[config.mk]
export PLATFORM = sky130hd
export DESIGN_NAME = bus_sequencer
export DESIGN_NICKNAME = d
export VERILOG_FILES = /design/src/rtl/bus_pkg.sv /design/src/rtl/frame_counter.sv /design/src/rtl/bus_sequencer.sv
export SDC_FILE = /design/constraint.sdc
export NUM_CORES = 1
export LEC_CHECK = 0
export ABC_AREA = 1
export CORE_MARGIN = 1
export CORE_UTILIZATION = 47
export CTS_CLUSTER_DIAMETER = 100
export DETAILED_ROUTE_END_ITERATION = 10
export GPL_ROUTABILITY_DRIVEN = 0
export GPL_TIMING_DRIVEN = 0
export PLACE_DENSITY = 0.77
export SLEW_MARGIN = 15
export SYNTH_ARGS = -nofsm -noshare
export SYNTH_HDL_FRONTEND = slang
export SYNTH_SLANG_ARGS = --single-unit
[constraint.sdc]
create_clock -name clk16_i -period 2.2 [get_ports clk16_i]
set_clock_uncertainty 0.2 [all_clocks]
set_input_delay 0.22 -clock clk16_i [delete_from_list [all_inputs] [get_ports clk16_i]]
set_output_delay 0.22 -clock clk16_i [all_outputs]
set_load 0.01 [all_outputs]
[src/rtl/bus_pkg.sv]
// Shared frame timing constants and request payload for the PET bus sequencer.
package bus_pkg;

   localparam int unsigned BUS_ADDR_W = 17;
   localparam int unsigned BUS_DATA_W = 8;
   localparam int unsigned CYCLE_W    = 4;
   localparam int unsigned FRAME_LEN  = 16;

   // Frame cycle map (cycle numbers within the 16-cycle frame)
   localparam int unsigned GUARD_END        = 1;
   localparam int unsigned FPGA_ADDR_START  = 2;
   localparam int unsigned FPGA_WR_START    = 3;
   localparam int unsigned RAM_STROBE_START = 4;
   localparam int unsigned RAM_WE_END       = 5;
   localparam int unsigned FPGA_END         = 6;
   localparam int unsigned DONE             = 7;
   localparam int unsigned CPU_START        = 8;
   localparam int unsigned PHI2_START       = 12;
   localparam int unsigned FRAME_LAST       = 15;

   typedef struct packed {
      logic                  we;
      logic [BUS_ADDR_W-1:0] addr;
      logic [BUS_DATA_W-1:0] data;
   } bus_req_t;

endpackage

[src/rtl/frame_counter.sv]
// 4-bit frame position counter with a one-hot decode of the upcoming cycle,
// so the sequencer can register outputs that line up with the counter value.
module frame_counter
   import bus_pkg::*;
(
   input  logic                 i_clk,
   input  logic                 i_reset,
   output logic [CYCLE_W-1:0]   o_cycle,
   output logic [FRAME_LEN-1:0] o_hot_nxt
);

   logic [CYCLE_W-1:0] r_cycle;
   logic [CYCLE_W-1:0] w_cycle_nxt;

   always_comb begin
      w_cycle_nxt = r_cycle + CYCLE_W'(1);
      if (r_cycle == CYCLE_W'(FRAME_LAST)) begin
         w_cycle_nxt = '0;
      end
   end

   always_ff @(posedge i_clk) begin
      if (i_reset) begin
         r_cycle <= '0;
      end else begin
         r_cycle <= w_cycle_nxt;
      end
   end

   assign o_cycle   = r_cycle;
   assign o_hot_nxt = FRAME_LEN'(1) << w_cycle_nxt;

endmodule

[src/rtl/bus_sequencer.sv]
// Time-multiplexes the shared PET bus: one FPGA access in cycles 2-7 of each
// 16-cycle frame, the 6502 owns cycles 8-15. All outputs are registered.
module bus_sequencer
   import bus_pkg::*;
#(
   parameter int unsigned ADDR_WIDTH = BUS_ADDR_W,
   parameter int unsigned DATA_WIDTH = BUS_DATA_W
) (
   input  logic                  clk16_i,
   input  logic                  reset_i,
   input  logic                  fpga_req_i,
   input  logic                  fpga_we_i,
   input  logic [ADDR_WIDTH-1:0] fpga_addr_i,
   input  logic [DATA_WIDTH-1:0] fpga_wr_data_i,
   output logic [DATA_WIDTH-1:0] fpga_rd_data_o,
   output logic                  fpga_done_o,
   input  logic                  cpu_stop_i,
   input  logic [DATA_WIDTH-1:0] bus_data_i,
   input  logic                  bus_rw_ni,
   input  logic                  cpu_ram_sel_i,
   output logic [ADDR_WIDTH-1:0] bus_addr_o,
   output logic                  bus_addr_oe,
   output logic [DATA_WIDTH-1:0] bus_data_o,
   output logic                  bus_data_oe,
   output logic                  bus_rw_no,
   output logic                  bus_rw_noe,
   output logic                  ram_oe_no,
   output logic                  ram_we_no,
   output logic                  cpu_be_o,
   output logic                  cpu_ready_o,
   output logic                  cpu_clk_o
);

   logic [CYCLE_W-1:0]   w_cycle;
   logic [FRAME_LEN-1:0] w_hot;

   frame_counter u_frame_counter (
      .i_clk     (clk16_i),
      .i_reset   (reset_i),
      .o_cycle   (w_cycle),
      .o_hot_nxt (w_hot)
   );

   bus_req_t            r_req;
   logic                r_active;
   logic                r_stop;
   logic [ADDR_WIDTH-1:0] r_bus_addr;
   logic [DATA_WIDTH-1:0] r_bus_data;
   logic [DATA_WIDTH-1:0] r_rd_data;
   logic r_addr_oe, r_data_oe, r_rw_noe, r_rw_n;
   logic r_ram_oe_n, r_ram_we_n, r_cpu_be, r_cpu_rdy, r_cpu_clk, r_done;

   logic [ADDR_WIDTH-1:0] w_bus_addr;
   logic [DATA_WIDTH-1:0] w_bus_data;
   logic w_addr_oe, w_data_oe, w_rw_noe, w_rw_n;
   logic w_ram_oe_n, w_ram_we_n, w_cpu_be, w_cpu_rdy, w_cpu_clk, w_done;
   logic w_win_addr, w_win_wr, w_win_we, w_win_rd, w_win_cpu, w_win_phi2;

   // Windows are decoded for the cycle the registered outputs will belong to
   assign w_win_addr = |w_hot[FPGA_END:FPGA_ADDR_START];
   assign w_win_wr   = |w_hot[FPGA_END:FPGA_WR_START];
   assign w_win_we   = |w_hot[RAM_WE_END:RAM_STROBE_START];
   assign w_win_rd   = |w_hot[FPGA_END:RAM_STROBE_START];
   assign w_win_cpu  = |w_hot[FRAME_LAST:CPU_START];
   assign w_win_phi2 = |w_hot[FRAME_LAST:PHI2_START];

   always_comb begin
      w_addr_oe  = 1'b0;
      w_data_oe  = 1'b0;
      w_rw_noe   = 1'b0;
      w_rw_n     = 1'b1;
      w_ram_oe_n = 1'b1;
      w_ram_we_n = 1'b1;
      w_cpu_be   = 1'b0;
      w_cpu_rdy  = 1'b0;
      w_cpu_clk  = 1'b0;
      w_done     = 1'b0;
      w_bus_addr = r_bus_addr;
      w_bus_data = r_bus_data;

      if (r_active && w_win_addr) begin
         w_addr_oe  = 1'b1;
         w_rw_noe   = 1'b1;
         w_rw_n     = ~r_req.we;
         w_bus_addr = r_req.addr;
         if (r_req.we) begin
            if (w_win_wr) begin
               w_data_oe  = 1'b1;
               w_bus_data = r_req.data;
            end
            if (w_win_we) begin
               w_ram_we_n = 1'b0;
            end
         end else if (w_win_rd) begin
            w_ram_oe_n = 1'b0;
         end
      end

      if (r_active && w_hot[DONE]) begin
         w_done = 1'b1;
      end

      if (w_win_cpu) begin
         w_cpu_be  = ~r_stop;
         w_cpu_rdy = ~r_stop;
      end

      // CPU RAM strobes ride on PHI2 and only for a granted, RAM-decoded cycle
      if (w_win_phi2) begin
         w_cpu_clk = 1'b1;
         if (!r_stop && cpu_ram_sel_i) begin
            if (bus_rw_ni) begin
               w_ram_oe_n = 1'b0;
            end else begin
               w_ram_we_n = 1'b0;
            end
         end
      end
   end

   always_ff @(posedge clk16_i) begin
      if (reset_i) begin
         r_req      <= '0;
         r_active   <= 1'b0;
         r_stop     <= 1'b1;
         r_rd_data  <= '0;
         r_bus_addr <= '0;
         r_bus_data <= '0;
         r_addr_oe  <= 1'b0;
         r_data_oe  <= 1'b0;
         r_rw_noe   <= 1'b0;
         r_rw_n     <= 1'b1;
         r_ram_oe_n <= 1'b1;
         r_ram_we_n <= 1'b1;
         r_cpu_be   <= 1'b0;
         r_cpu_rdy  <= 1'b0;
         r_cpu_clk  <= 1'b0;
         r_done     <= 1'b0;
      end else begin
         if (w_cycle == '0) begin
            r_stop <= cpu_stop_i;
            if (fpga_req_i) begin
               r_active   <= 1'b1;
               r_req.we   <= fpga_we_i;
               r_req.addr <= fpga_addr_i;
               r_req.data <= fpga_wr_data_i;
            end
         end else if (w_cycle == CYCLE_W'(DONE)) begin
            r_active <= 1'b0;
         end

         if (r_active && !r_req.we && (w_cycle == CYCLE_W'(FPGA_END))) begin
            r_rd_data <= bus_data_i;
         end

         r_bus_addr <= w_bus_addr;
         r_bus_data <= w_bus_data;
         r_addr_oe  <= w_addr_oe;
         r_data_oe  <= w_data_oe;
         r_rw_noe   <= w_rw_noe;
         r_rw_n     <= w_rw_n;
         r_ram_oe_n <= w_ram_oe_n;
         r_ram_we_n <= w_ram_we_n;
         r_cpu_be   <= w_cpu_be;
         r_cpu_rdy  <= w_cpu_rdy;
         r_cpu_clk  <= w_cpu_clk;
         r_done     <= w_done;
      end
   end

   assign fpga_rd_data_o = r_rd_data;
   assign fpga_done_o    = r_done;
   assign bus_addr_o     = r_bus_addr;
   assign bus_addr_oe    = r_addr_oe;
   assign bus_data_o     = r_bus_data;
   assign bus_data_oe    = r_data_oe;
   assign bus_rw_no      = r_rw_n;
   assign bus_rw_noe     = r_rw_noe;
   assign ram_oe_no      = r_ram_oe_n;
   assign ram_we_no      = r_ram_we_n;
   assign cpu_be_o       = r_cpu_be;
   assign cpu_ready_o    = r_cpu_rdy;
   assign cpu_clk_o      = r_cpu_clk;

endmodule

==> metrics.txt <==
maxcap violations=0; EDFF count, synth=0; Worst Setup SP=u_frame_counter.o_cycle[0]; Final Cycle Share=0.926; Slew headroom=0.680; Post-Synth Simple-Gate Area=0.204; multi-input logic area=1100 um2; post-synthesis mux area share=0; Critical Path RT=2.22 ns; # IOs=slightly above 80; Compound-Gate Fraction of Synth Area=0.161; f_max=just under 500 MHz; overall die width=between 70 and 80 um; latest clock arrival within the worst-skew pair=0.34 ns; fin crit period=2.04 ns; H-tree lvl count=3; post-layout util=0.701; most frequent CP cell=nand2_1; Reg-to-Reg End=ram_we_no; Reg2Reg Setup Slack=between 0.15 and 0.2 ns; RSZ-0062 raised after global routing=false; CP max stage cell=dfxtp_2; ys async rst share=0; Initial Util=0.499; most common library cell in the layout ignoring fill and taps=clkdlybuf4s50_1; worst hold stages=2; Synth Flop Type=dfxtp_1; CTS root buf=clkbuf_8; I/O Buffers=81; CP arrival=2.06 ns; drt wl/cell=12.4 um; Crit Path Max Fanout=10; largest net degree at the start of global routing=14; first-pass GRT wire length=10.7 mm; Final Setup Violations=0; Row Count=27; Inserted Clock Buffers=9; register area share after synthesis=0.523; Worst setup EP type=register; Leak=1.51 nW; die area=around 6300 um2; Synth cell types=30; worst hold start=reset_i; xor-xnor portion of the synthesized cell area=0; initial DRC count=147; layout cells sized above 1=0.0846; syn_nets=396; worst reg2reg startpoint=u_frame_counter.o_cycle[0]; number of synthesized register bits=73; cts hold-fix bufs=0; P&R area growth vs syn=40.5%; Final Hold Fails=0; gr ovfl total=0; Post-Synth Adder-Cell Area=0.0268; largest family of logic cells by synthesized area=simple AND/OR/NAND/NOR gates; Mapped Area=2800 um2; total wire length=between 6 and 7 mm; DRC viols=0; Crit path max-delay family=simple AND/OR/NAND/NOR gates; hold endpoint=u_frame_counter.o_cycle[1]; Startpoint Class=register; r2r worst-path depth=9; Storage cell area=about 1500 um2; FILL cells=516; Syn Inst Count=350; vias in the first global route=roughly 2,400; core box area=5610 um2; Worst-Margin Slew=0.480 ns; syn_area_per_cell=~8.0 um2; Die Y-Extent=79.1 um; most frequent cells in the layout=clkdlybuf4s50_1, nor2_1, dfxtp_1; Tightest Hold Check Type=in -> reg; Clock Sinks=73; CTS Buffer Depth=2; nets=490; CP bufs+invs=1; CTS clock-pin slew for the worst setup and hold paths=roughly 0.070 ns; max incr delay on CP=0.39 ns; number of vias per cell=4.88; CTS tree=yes; Overall Global Routing Usage=0.223; post-DP HPWL=around 4.7 mm; critical path class=reg -> reg; Pins Over Slew Limit=0; Antenna Nets Post-Route=0; Yosys warning total=0; CP Cell Sequence=ha_2 > nand2_2 > nand3_2 > nand4_4 > a21oi_4 > buf_6 > nand3_1 > nand2_1 > nand2_1; # diodes=0; initial antenna violation count=0; drt first pass iters=4; Vias=around 2,500; fin area=3930 um2; status=finished clean; placed cell area=3700 um2; VDD IR max=458 uV; PwrDens=747 nW/um2
## where the power goes
| part | internal, mW | leakage [nW] | switching [mW] | total (mW) |
|---|---|---|---|---|
| Combinational | 0.203 | 0.820 | 0.221 | 0.424 |
| Sequential | 1.41 | 0.596 | 0.0465 | 1.45 |
| Clock | 0.556 | 0.0985 | 0.503 | 1.06 |
## metrics by stage
stage	power (mW)	setup TNS [ns]	std cells	hold WS (ns)	worst slack, ns
2_1_floorplan	1.71	0	350	0.174	0.302
3_3_place_gp	1.89	0	503	0.230	0.00458
3_5_place_dp	1.90	-0.00536	503	0.236	-0.00536
4_1_cts	2.96	0	520	0.0626	0.0215
5_1_grt	3.08	0	521	0.0866	0.00848
6_report	2.94	0	521	0.0808	0.163
## cell type report
| type | instances | area share |
|---|---|---|
| plain buffers | 17 | 0.0213 |
| clock buffers | 10 | 0.0350 |
| clock inverters | 6 | 0.0172 |
| inverters | 42 | 0.0401 |
| multi-input cells | 218 | 0.281 |
| flip-flops and latches | 73 | 0.372 |
| well taps | 72 | 0.0229 |
| repair buffers | 83 | 0.210 |
## synthesized netlist by cell type, types with 2 or more instances
| library cell | number | area share |
|---|---|---|
| nor2_1 | 75 | 0.10 |
| buf_4 | 3 | 0.0081 |
| nand2_2 | 2 | 0.0045 |
| o21ai_0 | 51 | 0.091 |
| ha_1 | 6 | 0.027 |
| nand3_1 | 17 | 0.030 |
| clkbuf_1 | 12 | 0.016 |
| inv_1 | 41 | 0.055 |
| nor2_2 | 2 | 0.0045 |
| a21oi_1 | 29 | 0.052 |
| dfxtp_1 | 73 | 0.52 |
| nand2_1 | 20 | 0.027 |
| nor3_1 | 2 | 0.0036 |
## sequential cells by signal, indices dropped and copies added (netlist names)
signal / count
r_req: 26
r_stop: 1
u_frame_counter.o_cycle: 4
ram_oe_no: 1
bus_data_oe: 1
bus_addr_o: 17
bus_rw_noe: 1
fpga_rd_data_o: 8
bus_rw_no: 1
bus_data_o: 8
cpu_clk_o: 1
cpu_ready_o: 1
fpga_done_o: 1
r_active: 1
ram_we_no: 1
## worst max path at each step
stage,to,depth (start not counted)
floorplan,ram_we_no,10
global placement,ram_we_no,9
detailed placement,ram_we_no,9
CTS,ram_we_no,10
global route,ram_we_no,9
finish,ram_we_no,9
## logic make-up after synthesis
| group | Yosys count |
|---|---|
| AO/OA/AOI/OAI | 85 |
| adder cells (fa/ha/maj) | 6 |
| buffers and inverters | 59 |
| flip-flops | 73 |
| AND/OR/NAND/NOR | 127 |
## metal layers
layer,track usage,wire length [um],vias to the layer above
met5,0,0,-
met4,0.0873,73,0
met3,0.0609,368,8
met2,0.363,3140,75
met1,0.278,2860,1153
li1,-,-,1306
## timing repair
action / CTS / global route
endpoints found under the setup margin: 3 / 23
pin swaps: 1 / 2
setup buffers: 1 / 1
gates resized for setup: 0 / 6
cloned: 0 / 0
No activity file was read; power rests on OpenSTA's default activity.
